[src/rtl/uart_rx_oversampled.sv]
// 8N1 UART receiver: 16x phase-accumulator oversampling, 2-FF synchronizer,
// false-start rejection and 3-sample majority voting per bit.
module uart_rx_oversampled #(
    parameter int SOURCE_FREQ       = 25_000_000,
    parameter int BAUD              = 115200,
    parameter int ACCUMULATOR_WIDTH = 20,
    parameter int STOP_BITS         = 1
) (
    input  logic       sourceClk,
    input  logic       reset,
    input  logic       rx_in,
    output logic [7:0] rx_byte,
    output logic       rx_complete,
    output logic       rx_frame_err,
    output logic       rx_busy
);

    localparam int AW = ACCUMULATOR_WIDTH;
    localparam longint unsigned INC_WIDE =
        (((64'd1 << AW) * 64'd16 * 64'(BAUD)) + 64'(SOURCE_FREQ / 2)) / 64'(SOURCE_FREQ);
    localparam logic [AW:0] INC = INC_WIDE[AW:0];

    typedef enum logic [2:0] {
        RX_IDLE,
        RX_START_BIT,
        RX_DATA,
        RX_STOP_BIT,
        RX_COMPLETE
    } rx_state_t;

    rx_state_t   r_state;
    rx_state_t   w_state_next;
    logic [AW:0] r_acc;
    logic        r_sync1;
    logic        r_sync2;
    logic        r_rx_prev;
    logic [3:0]  r_tcnt;
    logic [2:0]  r_bit_cnt;
    logic [1:0]  r_stop_cnt;
    logic [2:0]  r_samp;
    logic [7:0]  r_sr;
    logic [7:0]  r_rx_byte;
    logic        r_complete;
    logic        r_frame_err;

    logic        w_tick;
    logic [3:0]  w_tcnt_inc;
    logic        w_fall;
    logic        w_maj;
    logic        w_maj_now;
    logic        w_last_stop;
    logic        w_restart;
    logic        w_done_set;
    logic        w_err_set;

    assign w_tick      = r_acc[AW];
    assign w_tcnt_inc  = r_tcnt + 4'd1;
    assign w_fall      = r_rx_prev & ~r_sync2;
    assign w_maj       = (r_samp[0] & r_samp[1]) | (r_samp[0] & r_samp[2]) | (r_samp[1] & r_samp[2]);
    // Final stop bit is judged on the tick of its third sample, so that sample comes live from rx_s.
    assign w_maj_now   = (r_samp[0] & r_samp[1]) | (r_samp[0] & r_sync2) | (r_samp[1] & r_sync2);
    assign w_last_stop = (r_stop_cnt <= 2'd1);

    // NOTE: clocked state uses non-blocking assignments so every flop sees pre-edge values.
    always_ff @(posedge sourceClk) begin
        if (reset) r_state <= RX_IDLE;
        else       r_state <= w_state_next;
    end

    // NOTE: every signal driven here gets a default first, so no path can infer a latch.
    always_comb begin
        w_state_next = r_state;
        w_restart    = 1'b0;
        w_done_set   = 1'b0;
        w_err_set    = 1'b0;
        case (r_state)
            RX_IDLE: begin
                if (w_fall) begin
                    w_state_next = RX_START_BIT;
                    w_restart    = 1'b1;
                end
            end
            RX_START_BIT: begin
                if (w_tick && w_tcnt_inc == 4'd15)
                    w_state_next = w_maj ? RX_IDLE : RX_DATA;
            end
            RX_DATA: begin
                if (w_tick && w_tcnt_inc == 4'd15 && r_bit_cnt == 3'd7)
                    w_state_next = RX_STOP_BIT;
            end
            RX_STOP_BIT: begin
                if (w_tick) begin
                    if (w_last_stop && w_tcnt_inc == 4'd9) begin
                        w_state_next = w_maj_now ? RX_COMPLETE : RX_IDLE;
                        w_done_set   = w_maj_now;
                        w_err_set    = ~w_maj_now;
                    end else if (!w_last_stop && w_tcnt_inc == 4'd15 && !w_maj) begin
                        w_state_next = RX_IDLE;
                        w_err_set    = 1'b1;
                    end
                end
            end
            RX_COMPLETE: w_state_next = RX_IDLE;
            default:     w_state_next = RX_IDLE;
        endcase
    end

    always_ff @(posedge sourceClk) begin
        if (reset) begin
            r_acc       <= '0;
            r_sync1     <= 1'b1;
            r_sync2     <= 1'b1;
            r_rx_prev   <= 1'b1;
            r_tcnt      <= '0;
            r_bit_cnt   <= '0;
            r_stop_cnt  <= '0;
            r_samp      <= '1;
            r_sr        <= '0;
            r_rx_byte   <= '0;
            r_complete  <= 1'b0;
            r_frame_err <= 1'b0;
        end else begin
            r_sync1     <= rx_in;
            r_sync2     <= r_sync1;
            r_rx_prev   <= r_sync2;
            r_complete  <= w_done_set;
            r_frame_err <= w_err_set;

            if (w_restart)   r_acc <= '0;
            else if (w_tick) r_acc <= {1'b0, r_acc[AW-1:0]} + INC;
            else             r_acc <= r_acc + INC;

            if (w_restart) begin
                r_tcnt <= '0;
            end else if (w_tick && r_state != RX_IDLE && r_state != RX_COMPLETE) begin
                if (r_state == RX_START_BIT && w_tcnt_inc == 4'd15) r_tcnt <= '0;
                else                                                 r_tcnt <= w_tcnt_inc;
                case (w_tcnt_inc)
                    4'd7:    r_samp[0] <= r_sync2;
                    4'd8:    r_samp[1] <= r_sync2;
                    4'd9:    r_samp[2] <= r_sync2;
                    default: ;
                endcase
            end

            if (w_tick && w_tcnt_inc == 4'd15) begin
                if (r_state == RX_START_BIT) r_bit_cnt <= '0;
                if (r_state == RX_DATA) begin
                    r_sr <= {w_maj, r_sr[7:1]};
                    if (r_bit_cnt == 3'd7) r_stop_cnt <= 2'(STOP_BITS);
                    else                   r_bit_cnt  <= r_bit_cnt + 3'd1;
                end
                if (r_state == RX_STOP_BIT && !w_last_stop) r_stop_cnt <= r_stop_cnt - 2'd1;
            end

            if (w_done_set) r_rx_byte <= r_sr;
        end
    end

    assign rx_byte      = r_rx_byte;
    assign rx_complete  = r_complete;
    assign rx_frame_err = r_frame_err;
    assign rx_busy      = (r_state != RX_IDLE);

endmodule

[config.mk]
export PLATFORM = sky130hd
export DESIGN_NAME = uart_rx_oversampled
export DESIGN_NICKNAME = d
export VERILOG_FILES = /design/src/rtl/uart_rx_oversampled.sv
export SDC_FILE = /design/constraint.sdc
export NUM_CORES = 1
export LEC_CHECK = 0
export BUFFER_PORTS_ARGS = -buffer_cell sky130_fd_sc_hd__buf_4
export CAP_MARGIN = 20
export CORE_ASPECT_RATIO = 1.5
export CORE_MARGIN = 1
export CORE_UTILIZATION = 63
export CTS_BUF_LIST = sky130_fd_sc_hd__clkbuf_8
export DETAILED_ROUTE_END_ITERATION = 12
export PLACE_DENSITY = 0.88
export SYNTH_ARGS = -nofsm -noshare
export SYNTH_HDL_FRONTEND = slang
export SYNTH_SLANG_ARGS = --single-unit
[constraint.sdc]
create_clock -name sourceClk -period 2.3 [get_ports sourceClk]
set_input_delay 0.46 -clock sourceClk [delete_from_list [all_inputs] [get_ports sourceClk]]
set_output_delay 0.46 -clock sourceClk [all_outputs]
set_load 0.1 [all_outputs]
# ---- Word-level counts from Yosys, hierarchy flattened
# Cells that the tools add are included.
dict set report classes {
  order_cmp 1
  n_mux 24
  addsub 5
  eq_ne 14
  bitwise_logic 15
  n_reduce_logical 23
}
# operator n
set op_table {}
lappend op_table {{3-bit 2-to-1 mux} 10}
lappend op_table {{20-bit by 17-bit adder with 21-bit output (second input constant)} 1}
lappend op_table {{21-bit by 17-bit adder with 21-bit output (second input constant)} 1}
lappend op_table {{21-bit 2-to-1 mux} 1}
lappend op_table {{4-bit equality test (second input constant)} 3}
lappend op_table {{3-bit case mux with 4 select lines} 1}
lappend op_table {{3-bit AND reduction} 4}
lappend op_table {{1-bit logical AND} 9}
lappend op_table {{2-bit 2-to-1 mux} 4}
lappend op_table {{2-bit inequality test (second input constant)} 4}
lappend op_table {{1-bit 2-to-1 mux} 7}
lappend op_table {{1-bit AND} 6}
lappend op_table {{3-bit by 2-bit equality test with 1-bit output (second input constant)} 2}
lappend op_table {{3-bit inequality test (second input constant)} 2}
lappend op_table {{1-bit NOT} 5}
lappend op_table {{5-bit AND reduction} 1}
lappend op_table {{4-bit by 1-bit adder with 4-bit output (second input constant)} 1}
lappend op_table {{4-bit by 3-bit equality test with 1-bit output (second input constant)} 1}
lappend op_table {{4-bit 2-to-1 mux} 1}
lappend op_table {{1-bit OR} 4}
lappend op_table {{2-bit nonzero test} 2}
lappend op_table {{3-bit by 1-bit adder with 3-bit output (second input constant)} 1}
lappend op_table {{3-bit by 1-bit equality test with 1-bit output (second input constant)} 1}
lappend op_table {{3-bit equality test (second input constant)} 1}
lappend op_table {{other kinds (8)} 9}
dict set report word_totals {
  output_inout_bits 11
  reg_bits 57
}

# ---- Depth between registers and ports, before layout
# Gate-level depths: netlist (run 1).
dict set report depth {
  word_depth 9
  mapped_depth 7
}

# ---- Least setup slack after synthesis (run 1)
# Ideal clock, no wire load.
dict set report synth_timing {
  path_kind {register to register}
  start {register r_tcnt[1]}
  end {register r_sr[0]}
  path_stages_with_launch 7
  n_path_buf 0
  arrival_ns 1.922
  slack_ns 0.250
  required_time_ns 2.172
  path_cell_list {dfxtp_1 -> ha_1 -> nor2b_1 -> o2111ai_4 -> a211oi_4 -> mux2i_1 -> nor2_1}
}
dict set report synth_via {
  elab_chain_len 4
}
# item line_no
set synth_lines {}
lappend synth_lines {{from (decl)} 37} ;# logic [3:0] r_tcnt;
lappend synth_lines {{from (signal assigned)} 137} ;# else r_tcnt <= w_tcnt_inc;
lappend synth_lines {{4-bit by 1-bit adder with 4-bit output} 57} ;# assign w_tcnt_inc = r_tcnt + 4'd1;
lappend synth_lines {{4-bit equality test} 146} ;# if (w_tick && w_tcnt_inc == 4'd15) begin
lappend synth_lines {{1-bit logical AND} 146}
lappend synth_lines {{2-bit AND reduction (no source line)} -}
lappend synth_lines {{to (signal assigned)} 149} ;# r_sr <= {w_maj, r_sr[7:1]};
lappend synth_lines {{to (decl)} 41} ;# logic [7:0] r_sr;
# No other way between the ends.
# A chain may end at the register's enable or synchronous reset.

# ---- Worst setup path after layout (run 1)
dict set report layout_timing {
  start {register r_tcnt[0]}
  end {register r_sr[3]}
}
# The elaborated chain is that of the path after synthesis.

==> results of run 1 <==
## timing repair
item / in CTS / in global routing
gates resized for setup: 0 / 2
hold buffers: 0 / 0
setup endpoints to repair: 0 / 4
## sequential cells by signal, indices dropped and copies added, names as in the netlist
register and count:
r_sr 8, r_tcnt 4, r_state 3, rx_byte 8, rx_frame_err 1, r_samp 3, r_stop_cnt 2, r_sync1 1
r_bit_cnt 3, r_rx_prev 1, rx_complete 1, r_sync2 1, r_acc 21
## through the flow
step | std cells | worst slack (ns) | total power (W)
2_1_floorplan | 297 | 0.250 | 0.00161
3_3_place_gp | 348 | 0.256 | 0.00169
3_5_place_dp | 348 | 0.138 | 0.00171
4_1_cts | 364 | 0.118 | 0.00295
5_1_grt | 364 | 0.0237 | 0.00306
6_report | 364 | 0.163 | 0.00293
## where the power goes
part	internal, W	switching (W)
clock network	0.000830	0.000403
logic	0.000219	0.000243
registers	0.00109	0.000143
## path summary, 6_finish.rpt
| path | start | to | depth (start not counted) |
|---|---|---|---|
| max | r_tcnt[0] | r_sr[3] | 8 |
| min | rx_in | r_sync1 | 2 |
| max reg2reg | r_tcnt[0] | r_sr[3] | 8 |
| min reg2reg | r_sync1 | r_sync2 | 1 |
## cell usage after synthesis (2+ instances only)
master    count  share of area
dfxtp_1      57           0.43
nor2_1       37          0.052
a21oi_1      22          0.041
nand3_1      20          0.038
o21ai_0      14          0.026
mux2i_1      12          0.045
nand2_1      12          0.017
inv_1        10          0.014
clkbuf_1      9          0.013
nor3_1        9          0.017
xnor2_1       9          0.030
ha_1          8          0.038
nand2b_1      5          0.012
nor3b_1       5          0.014
nor4_1        5          0.012
or3_1         5          0.012
a211oi_1      4          0.011
o211ai_1      4          0.011
o21a_1        4          0.011
a22o_1        3         0.0099
mux2_2        3          0.013
nor2b_1       3         0.0071
or2_2         3         0.0071
xor2_1        3         0.0099
a21boi_0      2         0.0057
a31oi_1       2         0.0047
and3b_1       2         0.0066
maj3_1        2         0.0075
nand3b_1      2         0.0057
nand4_1       2         0.0047
o21ai_2       2         0.0066
or4_1         2         0.0057
## placed cells by master, fill, tap and decap left out, drive strengths merged, types with 3 or more instances in the layout
cell / Yosys / routed
clkbuf: 9 / 9
nor3: 9 / 9
ha: 8 / 8
bufinv: 0 / 4
or2: 3 / 3
nor2b: 3 / 3
xnor2: 9 / 9
a21boi: 4 / 4
nor2: 37 / 37
dfxtp: 57 / 57
inv: 10 / 10
nor3b: 6 / 6
a22o: 3 / 3
mux2: 3 / 3
o211ai: 4 / 4
nand3: 20 / 20
o21a: 4 / 4
mux2i: 12 / 12
a21oi: 22 / 22
or4: 3 / 3
o21ai: 16 / 16
nand2b: 5 / 5
nor4: 5 / 5
or3: 5 / 5
buf: 2 / 17
clkinv: 0 / 3
nand2: 12 / 12
a211oi: 5 / 5
xor2: 3 / 3
## per-layer routing
metal  GRT usage  vias up  share of wire
met3      0.0741       18          0.039
met4       0.138        0          0.029
li1            -     1098              -
met2       0.449       44           0.52
met1       0.259      998           0.42
met5           0        -              0
## kinds of logic after synthesis
| family | after synthesis | share of synthesized area |
|---|---|---|
| flip-flops | 57 | 0.430 |
| AO/OA/AOI/OAI | 68 | 0.178 |
| XOR/XNOR | 12 | 0.0396 |
| adder cells (fa/ha/maj) | 10 | 0.0452 |
| AND/OR/NAND/NOR | 114 | 0.219 |
| multiplexers | 15 | 0.0580 |
| buffers and inverters | 21 | 0.0302 |
## layout make-up
type / instances / share of cell area
repair buffers: 17 / 0.0416
inverters: 10 / 0.0122
multi-input cells: 219 / 0.469
flip-flops and latches: 57 / 0.372
clock inverters: 7 / 0.0465
clock buffers: 9 / 0.0404
well taps: 45 / 0.0184
==> summary.txt, run 1 <==
Routing
  – Wire per inst: 13.7 um
  – DRC: 0
  – Via/cell ratio: 5.93
  – Final wirelength: 4990 um
  – Starting DRT DRC Count: 53
  – Number of iterations in the first detailed-routing pass: 4
  – DR vias: 2158
  – Remaining antenna violation count: 0

Worst hold path
  – HP Class: in -> reg

Timing
  – Rel. slew slack: 0.630
  – Measured slew at the worst slew-check pin: 0.554 ns
  – Clk_skew: 0.0117 ns
  – Tmin final: 2.14 ns
  – Fmax: 0.468 GHz
  – Max-slew violation count: 0
  – WHS: 0.321 ns
  – RSZ-0062 raised after global routing: false
  – Hold Fails Final Rpt: 0
  – Final setup fails: 0
  – Setup TNS: 0 ns
  – Fin crit share: 0.929

Die
  – Die area: 4480 sq um
  – Core area: 3990 sq um
  – Top Ports: 14
  – Chip width: 55.0 um
  – Initial Util: 0.665
  – Cell Rows: 28
  – Die height: 81.5 um

Clock tree
  – H-tree depth: 3
  – Clk sink count: 57
  – Worst skew pair latency: 0.34 ns
  – CTS tree: done
  – Clk slew on worst S/H paths: 0.07 ns
  – Clock buffer count from CTS: 9
  – Root buf cell: clkbuf_8
  – Postcts setup bufs: 0
  – Buffer depth of the longest clock path: 2

Critical path
  – CP Max Fanout: 8
  – CP Class: reg -> reg
  – Worst path slowest cell: dfxtp_1
  – Worst setup SP type: register
  – Reg-to-reg slack, setup: 0.16 ns
  – Top delay family on crit path: compound AO/OA/AOI/OAI gates
  – Slowest Stage Delay on Critical Path: 0.39 ns
  – Endpoint class of the critical path: register
  – Worst EP required: 2.52 ns
  – WP data arrival: 2.36 ns
  – Buf+Inv Stages, Crit Path: 2
  – Crit-path cells: inv_1, ha_1, nor2b_1, o2111ai_4, a211oi_4, buf_4, mux2i_1, nor2_1

Place
  – Final HPWL DP: 3570 um
  – Final Wtd Congestion: 0.966
  – Placed instance area: 2800 sq um
  – I/O Buffers: 13

Logic synthesis
  – Post-Syn Area per Cell: 8.94 sq um
  – Mapped Nets: 308
  – Post-synth EDFFs: 0
  – Top FF cell, synth: dfxtp_1
  – #FFs+latches synth: 57
  – Syn. warnings: 0
  – Asr flop ratio synth: 0
  – Sequential area share after synthesis: 0.430
  – Yosys cell types: 47
  – Post-synthesis cell area: 2660 sq um
  – Mapped Cells: 297

Outcome
  – Status: complete, no violations

Final layout
  – Antenna Cells: 0
  – Area grow syn2layout: 15.6%
  – Area of the multi-input gates: 1440 sq um
  – Fillers: 308
  – Core Util, Final: 0.768
  – Post-route cell area: 3070 sq um
  – Register Area: 1140 sq um
  – Fraction of layout cells with a size suffix above 1: 0.154
  – Final nets: 325

Power and ir drop
  – Pleak: 1.16 nW
  – Worst VDD drop: 0.00104 V
  – Pwr dens: 955 nW/um^2

GRT
  – Pin count of the biggest net entering global routing: 32
  – Total gr overflow: 0
  – Global Route Usage Sum: 0.256
  – Initial antenna violation count: 0
  – First-pass GRT wire length: 8250 um
  – Number of global-route vias before repair: 1997

Job
  – Max_cap viols: 0
Note: power is estimated with default switching activity, not from simulation.
==> run 2, diff against run 1 <==
--- a/config.mk
+++ b/config.mk
@@ -6,8 +6,8 @@
 export NUM_CORES = 1
 export LEC_CHECK = 0
 export BUFFER_PORTS_ARGS = -buffer_cell sky130_fd_sc_hd__buf_4
-export CAP_MARGIN = 20
-export CORE_ASPECT_RATIO = 1.5
+export CAP_MARGIN = 0
+export CORE_ASPECT_RATIO = 2
 export CORE_MARGIN = 1
 export CORE_UTILIZATION = 63
 export CTS_BUF_LIST = sky130_fd_sc_hd__clkbuf_8
==> constraint.sdc (replaced) <==
create_clock -name sourceClk -period 2.3 [get_ports sourceClk]
set_input_delay 0.46 -clock sourceClk [delete_from_list [all_inputs] [get_ports sourceClk]]
set_output_delay 0.46 -clock sourceClk [all_outputs]
set_load 0.01 [all_outputs]
==> run 2 against run 1 <==
Net effect:
- worst hold slack lost 0.019 ns
- fmax shrank 0.60%
- via count grew 0.83%
- critical endpoint is now r_sr[5]
- largest cell class unchanged
- largest power group unchanged
==> summary.txt, run 2 (same netlist as run 1, synthesis figures left out) <==
Outcome
  – Status: complete, no violations

Power and ir drop
  – Internal power: 0.00192 W (-10%)
  – Worst VDD drop: 0.000912 V (-12%)
  – Comb pwr share: 0.170 (+0.012)
  – P_sw: 0.000741 W (-6.1%)
  – Switching portion of total power: 0.278 (+0.00879)
  – Seq pwr share: 0.459 (+0.038)
  – Clock network power share: 0.371 (-0.050)
  – Pwr dens: 877 nW/um^2 (-8.2%)
  – Pleak: 1.15 nW (-1.1%)

Die
  – Top Ports: 14 (unchanged)
  – Die area: 4490 sq um (+0.23%)
  – Cell Rows: 33 (+18%)
  – Initial Util: 0.656 (-0.00863)
  – Chip width: 47.9 um (-13%)
  – Core area: 4050 sq um (+1.3%)
  – Die height: 93.8 um (+15%)

GRT
  – First-pass GRT wire length: 8940 um (+8.3%)
  – Global Route Usage Sum: 0.284 (+0.0284)
  – Number of global-route vias before repair: 2010 (+0.65%)
  – Pin count of the biggest net entering global routing: 32 (unchanged)
  – Initial antenna violation count: 0 (unchanged)
  – Total gr overflow: 0 (unchanged)

Job
  – Max_cap viols: 0 (unchanged)

Routing
  – DRC: 0 (unchanged)
  – DR vias: 2176 (+0.83%)
  – Wire per inst: 14.6 um (+6.5%)
  – Via/cell ratio: 5.85 (-1.3%)
  – Starting DRT DRC Count: 65 (+23%)
  – Final wirelength: 5440 um (+8.9%)
  – Remaining antenna violation count: 0 (unchanged)
  – Number of iterations in the first detailed-routing pass: 4 (unchanged)

Final layout
  – Antenna Cells: 0 (unchanged)
  – Post-route cell area: 3040 sq um (-0.94%)
  – Max FFs per register: 21 (unchanged)
  – Most frequent cells in the layout: 56 x dfxtp_1, 37 x nor2_1, 21 x a21oi_1
  – Fraction of layout cells with a size suffix above 1: 0.156 (+0.00264)
  – Area of the multi-input gates: 1440 sq um (unchanged)
  – Commonest non-fill, non-tap cell in the layout: dfxtp_1
  – Register Area: 1140 sq um (unchanged)
  – Final nets: 327 (+0.62%)
  – Most flops, register: r_acc
  – Area grow syn2layout: 14.5%
  – Core Util, Final: 0.751 (-0.0171)
  – Fillers: 290 (-5.8%)

Critical path
  – CP Class: reg -> reg
  – RR Endpoint: r_sr[5]
  – Worst EP required: 2.53 ns (about the same)
  – Reg-to-reg slack, setup: 0.15 ns (about the same)
  – CP Max Fanout: 8 (unchanged)
  – Endpoint class of the critical path: register
  – WP data arrival: 2.38 ns (+0.02 ns)
  – Worst setup SP type: register
  – Worst R2R Start: r_tcnt[0]
  – R2R cell count: 8 (unchanged)

Timing
  – Hold Fails Final Rpt: 0 (unchanged)
  – Clk_skew: 0.00815 ns (-0.00351 ns)
  – Fmax: 0.465 GHz (-0.60%)
  – Tmin final: 2.15 ns (+0.0128 ns)
  – RSZ-0062 raised after global routing: true
  – Final setup fails: 0 (unchanged)
  – Rel. slew slack: 0.721 (+0.0905)
  – Measured slew at the worst slew-check pin: 0.415 ns (-0.139 ns)
  – WHS: 0.302 ns (-0.0188 ns)
  – Max-slew violation count: 0 (unchanged)
  – Fin crit share: 0.935 (+0.00557)

Worst hold path
  – Worst Hold Launch: rx_in
  – WHS Path Cells: 2 (unchanged)
  – HP Class: in -> reg
  – Worst hold endpoint: r_sync1

Clock tree
  – Worst skew pair latency: 0.34 ns (about the same)
  – Postcts setup bufs: 0 (unchanged)
  – Hold Buf Count CTS: 0 (unchanged)
  – Clk slew on worst S/H paths: 0.06 ns (about the same)
  – Root buf cell: clkbuf_8
  – H-tree depth: 3 (unchanged)
  – Buffer depth of the longest clock path: 2 (unchanged)
  – Clock buffer count from CTS: 9 (unchanged)
  – Clk sink count: 57 (unchanged)
  – CTS tree: done

Place
  – I/O Buffers: 13 (unchanged)
  – Placed instance area: 2820 sq um (+0.85%)
  – Final HPWL DP: 3720 um (+4.0%)
  – Final Wtd Congestion: 0.892 (-7.6%)
-- run 2: cell types whose count changed in the layout (fill, tap and decap cells not counted) --
| cell | delta |
|---|---|
| o21ai_0 | -1 |
| buf_4 | +2 |
| bufinv_16 | -3 |
| o21ai_1 | +1 |
| clkbuf_8 | +4 |
| clkinv_4 | -2 |
-- run 2: cell type report --
type,instances,share of cell area
Tap cell,52,0.0214
Multi-Input combinational cell,219,0.473
Clock inverter,2,0.0115
Clock buffer,13,0.0589
Timing Repair Buffer,19,0.0469
Inverter,10,0.0124
Sequential cell,57,0.376
-- run 2: critical path: stages, from the launching register on --
cell	delay, ns
dfxtp_1	0.39
inv_1	0.12
ha_1	0.23
nor2b_1	0.30
o2111ai_4	0.23
a211oi_4	0.27
buf_4	0.22
mux2i_1	0.21
nor2_1	0.06
-- run 2: how the worst max path moves through the flow --
| stage | startpoint | endpoint | slack, ns | cells after the start |
|---|---|---|---|---|
| finish | r_tcnt[0] | r_sr[5] | 0.15 | 8 |
| global route | r_tcnt[0] | r_stop_cnt[0] | -0.007 | 7 |
| CTS | r_tcnt[1] | r_stop_cnt[0] | 0.06 | 6 |
| detailed placement | r_tcnt[1] | r_sr[2] | 0.16 | 7 |
| global placement | r_tcnt[1] | r_sr[7] | 0.26 | 7 |
| floorplan | r_tcnt[1] | r_sr[0] | 0.25 | 6 |
-- run 2: repair_timing --
action	in CTS	in global routing
setup endpoints to repair	0	13
gates resized for setup	0	3
hold endpoints to repair	0	0
-- run 2: stage by stage --
stage               cells  power (W)  setup TNS, ns  setup slack (ns)
global route          372    0.00280       -0.00738          -0.00738
CTS                   372    0.00268              0            0.0635
global placement      357    0.00168              0             0.256
detailed placement    357    0.00169              0             0.157
floorplan             297    0.00160              0             0.250
finish                372    0.00267              0             0.150
-- run 2: power by group through the flow --
stage	logic, W	registers [W]	clock network (W)
after detailed placement	0.000451	0.00124	0
after global routing	0.000509	0.00124	0.00105
after floorplan	0.000394	0.00120	0
after CTS	0.000457	0.00122	0.00100
final	0.000454	0.00122	0.000988
after global placement	0.000443	0.00123	0
-- run 2: routing by layer --
metal,vias to the layer above,track usage,part of all wire
met3,25,0.100,0.039
met2,53,0.470,0.54
met1,1003,0.286,0.38
li1,1095,-,-
met5,-,0,0
met4,0,0.164,0.041
